### src/rtl/fetch_pkg.sv
`default_nettype none
// ============================================================================
//  Module      : fetch_pkg
//  Description : Shared widths, encodings and FSM state type for the
//                instruction fetch unit and the core that consumes it.
//  Revision    : 1.0  initial release
// ============================================================================
package fetch_pkg;

  localparam int                  PC_W       = 12;
  localparam int                  INSTR_W    = 16;
  localparam int                  RET_W      = 16;
  localparam logic [PC_W-1:0]     RESET_PC   = 12'h000;
  localparam logic [INSTR_W-1:0]  HALT_INSTR = 16'hFFFF;

  // Fetch sequencer states
  typedef enum logic [2:0] {
    S_IDLE  = 3'd0,
    S_REQ   = 3'd1,
    S_WAIT  = 3'd2,
    S_ISSUE = 3'd3,
    S_EXEC  = 3'd4,
    S_HALT  = 3'd5
  } state_t;

endpackage : fetch_pkg
`default_nettype wire

### src/rtl/fetch_unit.sv
`default_nettype none
// ============================================================================
//  Module      : fetch_unit
//  Description : Fetches one instruction at a time from instruction memory,
//                hands it to the core with a one-cycle run pulse, waits for
//                the core to finish, then advances or redirects the PC.
//                Fetching stops on the halt encoding.
//  Revision    : 1.0  initial release
// ============================================================================
module fetch_unit #(
  parameter int                 PC_W       = fetch_pkg::PC_W,
  parameter int                 INSTR_W    = fetch_pkg::INSTR_W,
  parameter logic [PC_W-1:0]    RESET_PC   = fetch_pkg::RESET_PC,
  parameter logic [INSTR_W-1:0] HALT_INSTR = fetch_pkg::HALT_INSTR
) (
  input  logic               clk,
  input  logic               reset,
  input  logic               start,
  output logic               imem_req,
  output logic [PC_W-1:0]    imem_addr,
  input  logic [INSTR_W-1:0] imem_rdata,
  input  logic               imem_valid,
  output logic [INSTR_W-1:0] instruction,
  output logic               run,
  input  logic               done,
  input  logic [PC_W-1:0]    new_pc,
  input  logic               en_new_pc,
  output logic [PC_W-1:0]    pc,
  output logic               halted,
  output logic [15:0]        retired
);

  import fetch_pkg::*;

  state_t               r_state;
  logic [PC_W-1:0]      r_pc;
  logic [INSTR_W-1:0]   r_instr;
  logic                 r_imem_req;
  logic                 r_run;
  logic                 r_halted;
  logic [15:0]          r_retired;

  // Sequencer: state, PC, captured instruction, retire counter and the
  // registered strobes. Only one request can be outstanding because a new
  // request is issued solely from IDLE/HALT (start) or EXEC (done), never
  // while WAIT is still pending.
  always_ff @(posedge clk) begin
    if (reset) begin
      r_state    <= S_IDLE;
      r_pc       <= RESET_PC;
      r_instr    <= '0;
      r_imem_req <= 1'b0;
      r_run      <= 1'b0;
      r_halted   <= 1'b0;
      r_retired  <= '0;
    end else begin
      r_imem_req <= 1'b0;
      r_run      <= 1'b0;
      case (r_state)
        S_IDLE, S_HALT: begin
          if (start) begin
            r_pc       <= RESET_PC;
            r_retired  <= '0;
            r_halted   <= 1'b0;
            r_imem_req <= 1'b1;
            r_state    <= S_REQ;
          end
        end
        S_REQ: begin
          r_state <= S_WAIT;
        end
        S_WAIT: begin
          if (imem_valid) begin
            r_instr <= imem_rdata;
            if (imem_rdata == HALT_INSTR) begin
              // Halt word is captured but neither issued nor counted; pc
              // keeps pointing at it.
              r_halted <= 1'b1;
              r_state  <= S_HALT;
            end else begin
              r_run   <= 1'b1;
              r_state <= S_ISSUE;
            end
          end
        end
        S_ISSUE: begin
          // A done coincident with run is deliberately not looked at here.
          r_state <= S_EXEC;
        end
        S_EXEC: begin
          if (done) begin
            r_retired  <= r_retired + 16'd1;
            r_pc       <= en_new_pc ? new_pc : (r_pc + {{(PC_W-1){1'b0}}, 1'b1});
            r_imem_req <= 1'b1;
            r_state    <= S_REQ;
          end
        end
        default: begin
          r_state <= S_IDLE;
        end
      endcase
    end
  end

  // Outputs are straight register taps; the read address is the PC itself.
  assign imem_req    = r_imem_req;
  assign imem_addr   = r_pc;
  assign pc          = r_pc;
  assign instruction = r_instr;
  assign run         = r_run;
  assign halted      = r_halted;
  assign retired     = r_retired;

endmodule : fetch_unit
`default_nettype wire

### config.mk
export PLATFORM = sky130hd
export DESIGN_NAME = fetch_unit
export DESIGN_NICKNAME = d
export VERILOG_FILES = /design/src/rtl/fetch_pkg.sv /design/src/rtl/fetch_unit.sv
export SDC_FILE = /design/constraint.sdc
export NUM_CORES = 1
export LEC_CHECK = 0
export CAP_MARGIN = 25
export CORE_UTILIZATION = 44
export CTS_CLUSTER_SIZE = 8
export DETAILED_ROUTE_END_ITERATION = 7
export GPL_TIMING_DRIVEN = 0
export PLACE_DENSITY_LB_ADDON = 0.05
export SLEW_MARGIN = 30
export SYNTH_ARGS = -nofsm -noshare
export SYNTH_HDL_FRONTEND = slang
export SYNTH_SLANG_ARGS = --single-unit
### constraint.sdc
create_clock -name clk -period 2.03 [get_ports clk]
set_input_delay 0.406 -clock clk [delete_from_list [all_inputs] [get_ports clk]]
set_output_delay 0.406 -clock clk [all_outputs]
set_load 0.005 [all_outputs]
; Yosys cells after proc, flatten, opt, wreduce, memory -nomap -nowiden
; Index checks and enable logic that the tools add are counted.
[totals]
ff_bits = 50
output_inout_bits = 59
inputBits = 34
[classes]
reduce_logical = 9
n_bitwise = 2
eq_ne = 10
add_sub_neg = 2
muxes = 20
[ops]
columns = op, n
row1 = 12-bit two-way mux, 3
row2 = 16-bit two-way mux, 2
row3 = 16-bit case mux with 2 select lines, 1
row4 = 12-bit case mux with 2 select lines, 1
row5 = "16-bit by 1-bit adder with 16-bit output, second input constant", 1
row6 = "16-bit equality test, second input constant", 1
row7 = 3-bit case mux with 5 select lines, 1
row8 = "12-bit by 1-bit adder with 12-bit output, second input constant", 1
row9 = 3-bit two-way mux, 4
row10 = "2-bit inequality test, second input constant", 4
row11 = "3-bit by 2-bit equality test with 1-bit output, second input constant", 2
row12 = "3-bit equality test, second input constant", 2
row13 = 1-bit two-way mux, 6
row14 = 3-bit AND reduction, 2
row15 = 1-bit case mux with 2 select lines, 2
row16 = 4-bit AND reduction, 1
row17 = 2-bit nonzero test, 2
row18 = "3-bit by 1-bit equality test with 1-bit output, second input constant", 1
row19 = 3-bit logical NOT, 1
row20 = 3-bit OR reduction, 1
row21 = 1-bit inverter, 2
row22 = 2-bit AND reduction, 1
row23 = 2-bit OR reduction, 1

; Depth between registers and ports, before layout
[logic_depth]
depth_word = 4
mapped_depth = 7
ltp_nobuf = 5

; Worst setup path before layout
; No wires, ideal clock.
[synth_timing]
kind = reg2reg
start = register r_state[2]
end = register r_retired[11] (netlist: retired[11])
slack_ps = 205
period_less_slack_ps = 1825
setup_ps = 70
required_ps = 1960
t_arrival_ps = 1755
stages_incl_launch_ff = 7
n_path_buf = 2
path_cell_list = dfxtp_1 -> buf_6 -> or3b_4 -> o22a_1 -> buf_6 -> or4_1 -> a21oi_1
[synth_between]
elab_chain_len = 4
[synth_lines]
columns = element, line
row1 = from (decl), fetch_unit.sv:35  ; state_t r_state;
row2 = from (signal assigned), fetch_unit.sv:49  ; r_state <= S_IDLE;
row3 = from (signal assigned), fetch_unit.sv:66  ; r_state <= S_REQ;
row4 = from (signal assigned), fetch_unit.sv:70  ; r_state <= S_WAIT;
row5 = 3-bit equality test / 3-bit logical NOT (equally long branches), fetch_unit.sv:59  ; case (r_state)
row6 = 2-bit OR reduction, fetch_unit.sv:59
row7 = 2-bit inequality test (no line) / 2-bit nonzero test (equally long branches), n/a
row8 = 3-bit AND reduction (no line), n/a
row9 = to (signal assigned), fetch_unit.sv:92  ; r_retired <= r_retired + 16'd1;
row10 = to (decl), fetch_unit.sv:41  ; logic [15:0] r_retired;
; Parallel ways exist; a longest one is shown, timed or not.
; A chain may end at the register's enable or synchronous reset.

; Worst setup path after layout
[layout_timing]
start = register r_state[2]
end = register r_retired[15] (netlist: retired[15])
; The elaborated chain is that of the path after synthesis.

==> results_dict.tcl <==
set metrics [dict create \
    fin_nets 446 \
    area_delta_synth_final_pct 44.5 \
    clkTransAtPathRegs_ns 0.09 \
    antennaDiodeCount 0 \
    pwr-share-clk_pct 31.7 \
    start_util_pct 45.6 \
    fillers 507 \
    vias_per_cell 5.49 \
    setup_ws_ns 0.117 \
    p_switching_uw 480 \
    hpwlAfterDp_mm 4.82 \
    port_buffers 91 \
    path_max_fanout 10 \
    netlist_instances 313 \
    start_kind "flop" \
    die-area_um2 5980 \
    synth_most_common_cell "dfxtp_1" \
    worstPathRequired_ns 2.27 \
    ctsHoldBuffers 0 \
    cts_inserted_buffers 5 \
    die_h_um 77.3 \
    seq_power_share_pct 53.3 \
    wl_per_cell_um 13.6 \
    design_area_um2 3600 \
    cap_violations 0 \
    htreeDepth 2 \
    hold_viol 0 \
    clock_sinks 50 \
    setup-tns-final_ns 0 \
    syn_avg_cell_area_um2 7.97 \
    whs_ns 0.458 \
    synth_top_area_share_pct 40.1 \
    yosysTopAreaCell "dfxtp_1" \
    worstSetupEndpointType "flop" \
    overflow 0 \
    syn_nets 349 \
    drive_above_1_share_pct 8.52 \
    drc 0 \
    worst_pin_slew_ns 0.712 \
    grt_max_degree 16 \
    top_layer "met4" \
    crit_arrival_ns 2.15 \
    p_per_area_nw_per_um2 527 \
    cts_setup_buffers 0 \
    maxSlewViolCount 0 \
    async_flop_share_pct 0 \
    drt_iter0_markers 145 \
    synth_cell_types 43 \
    power.internal_mw 1.42 \
    wl_met3_um 450 \
    p_comb_share_pct 15.0 \
    clk_path_buf_depth 2 \
    rsz0062_at_grt "no" \
    synth_common_cells "dfxtp_1 (50), nand2_1 (49), a21oi_1 (41)" \
    max_freq_mhz 523 \
    hold_class "flop to flop" \
    grt_pass1_vias 2436 \
    ys_top_cells_by_area "dfxtp_1 (40%), a21oi_1 (8.2%), nand2_1 (7.4%)" \
    peakVddDrop_mv 0.383 \
    wl_met1_mm 2.96 \
    wl_met2_mm 3.12 \
    period_needed_ns 1.91 \
    io_pins 93 \
    route.final.wire_length_mm 6.57 \
    placed_area_um2 3500 \
    rows 27 \
    cts-root-buf "clkbuf_8" \
    ant_nets 0 \
    setup_viol 0 \
    antenna_found_initial 0 \
    skew_ns 0.00305 \
    synth_edf_count 0 \
    gp_congestion 0.849 \
    clock_latency_ns 0.30 \
    grt_use_total_pct 22.6 \
    swShare_pct 25.3 \
    outcome "finished clean" \
    yosys_warnings 0 \
    firstDrtPassIters 4 \
    vias 2650 \
    leakage_nw 1.20 \
    cts_tree "built" \
    die-width_um 77.3 \
    dp_slack_ns -0.448 \
    synth_ff_type "dfxtp_1" \
    ys_seq_area_share_pct 40.1 \
    yosys_register_bits 50 \
    maxSlewHeadroom_pct 52.1 \
    crit_type "flop to flop" \
    fin_crit_sh_pct 94.2 \
    grt_pass1_wl_mm 11.0 \
    synth_area_um2 2490 \
    core_um2 5470 \
]
[per-stage QoR]
stage	utilization, %	total power, mW	std cells
2_1_floorplan	-	1.17	313
3_3_place_gp	63.9	1.31	476
3_5_place_dp	63.9	1.31	476
4_1_cts	65.7	1.91	484
5_1_grt	65.9	1.99	483
6_report	65.9	1.90	483
[flip-flops by register name, summed over array words and instances, names as in the netlist]
name / cells
instruction: 16
r_state: 3
run: 1
retired: 16
imem_req: 1
halted: 1
imem_addr: 12
[routing by layer]
layer  up-vias  global-route usage [%]
met3         4                    6.19
met1      1219                    28.6
met5         -                       0
li1       1333                       -
met2        94                    37.5
met4         0                    6.23
[kinds of logic (layout without fill, tap and decap cells)]
kind of cell / Yosys count / count (layout) / share of synthesized area (%)
adder cells (fa/ha/maj): 2 / 2 / 1.00
AO/OA/AOI/OAI: 91 / 91 / 23.2
AND/OR/NAND/NOR: 127 / 127 / 25.9
buffers and inverters: 39 / 137 / 8.27
XOR/XNOR: 1 / 1 / 0.351
flip-flops: 50 / 50 / 40.1
multiplexers: 3 / 3 / 1.20
[power groups by stage]
stage | combinational, mW | sequential, mW | clock, mW
final | 0.284 | 1.01 | 0.602
after global routing | 0.314 | 1.02 | 0.660
after CTS | 0.282 | 1.01 | 0.618
after detailed placement | 0.279 | 1.04 | 0
after global placement | 0.278 | 1.03 | 0
after floorplan | 0.139 | 1.03 | 0
[area by class of cell]
class | count | area [um2] | area share (%)
inverters | 6 | 22.5 | 0.625
plain buffers | 32 | 194 | 5.38
clock inverters | 2 | 12.5 | 0.347
multi-input cells | 224 | 1290 | 35.9
well taps | 72 | 90.1 | 2.50
clock buffers | 6 | 82.6 | 2.29
flip-flops and latches | 50 | 1000 | 27.8
repair buffers | 91 | 910 | 25.2
[cells in the final DEF (no fill, tap or decap), types with 2 or more instances in the layout]
master,count
buf_4,12
ha_1,2
nor4_1,3
a32o_1,3
clkbuf_1,7
nor2b_1,3
mux2i_1,3
o41ai_1,2
nand3_1,12
nand2_1,49
nand2b_1,2
and3_1,4
o21ai_0,10
inv_1,6
nor3b_1,2
buf_6,2
a311oi_1,2
clkbuf_2,11
and4_1,3
nand4_1,8
or3_1,6
clkdlybuf4s50_1,90
clkbuf_8,6
o22a_1,2
or4_1,8
a21oi_1,41
o31ai_1,10
nor2_1,16
o22ai_1,6
dfxtp_1,50
nor3_1,5
a22o_1,8
[final timing paths]
check | start | end | slack (ns) | cells after the start
max reg2reg | r_state[2] | retired[15] | 0.12 | 6
min reg2reg | instruction[1] | instruction[1] | 0.46 | 2
max | r_state[2] | retired[15] | 0.12 | 6
min | instruction[1] | instruction[1] | 0.46 | 2
[timing repair]
| action | CTS | global route |
|---|---|---|
| setup endpoints to repair | 22 | 36 |
| gates resized for setup | 4 | 16 |
| cloned | 0 | 0 |
[critical path, stage by stage (launching register included)]
cell and delay (ns):
dfxtp_1 0.32, buf_6 0.13, or3b_4 0.41, o22a_1 0.22, buf_6 0.13, or4_1 0.50
a21oi_1 0.15
Note: power is estimated with default switching activity, not from simulation.
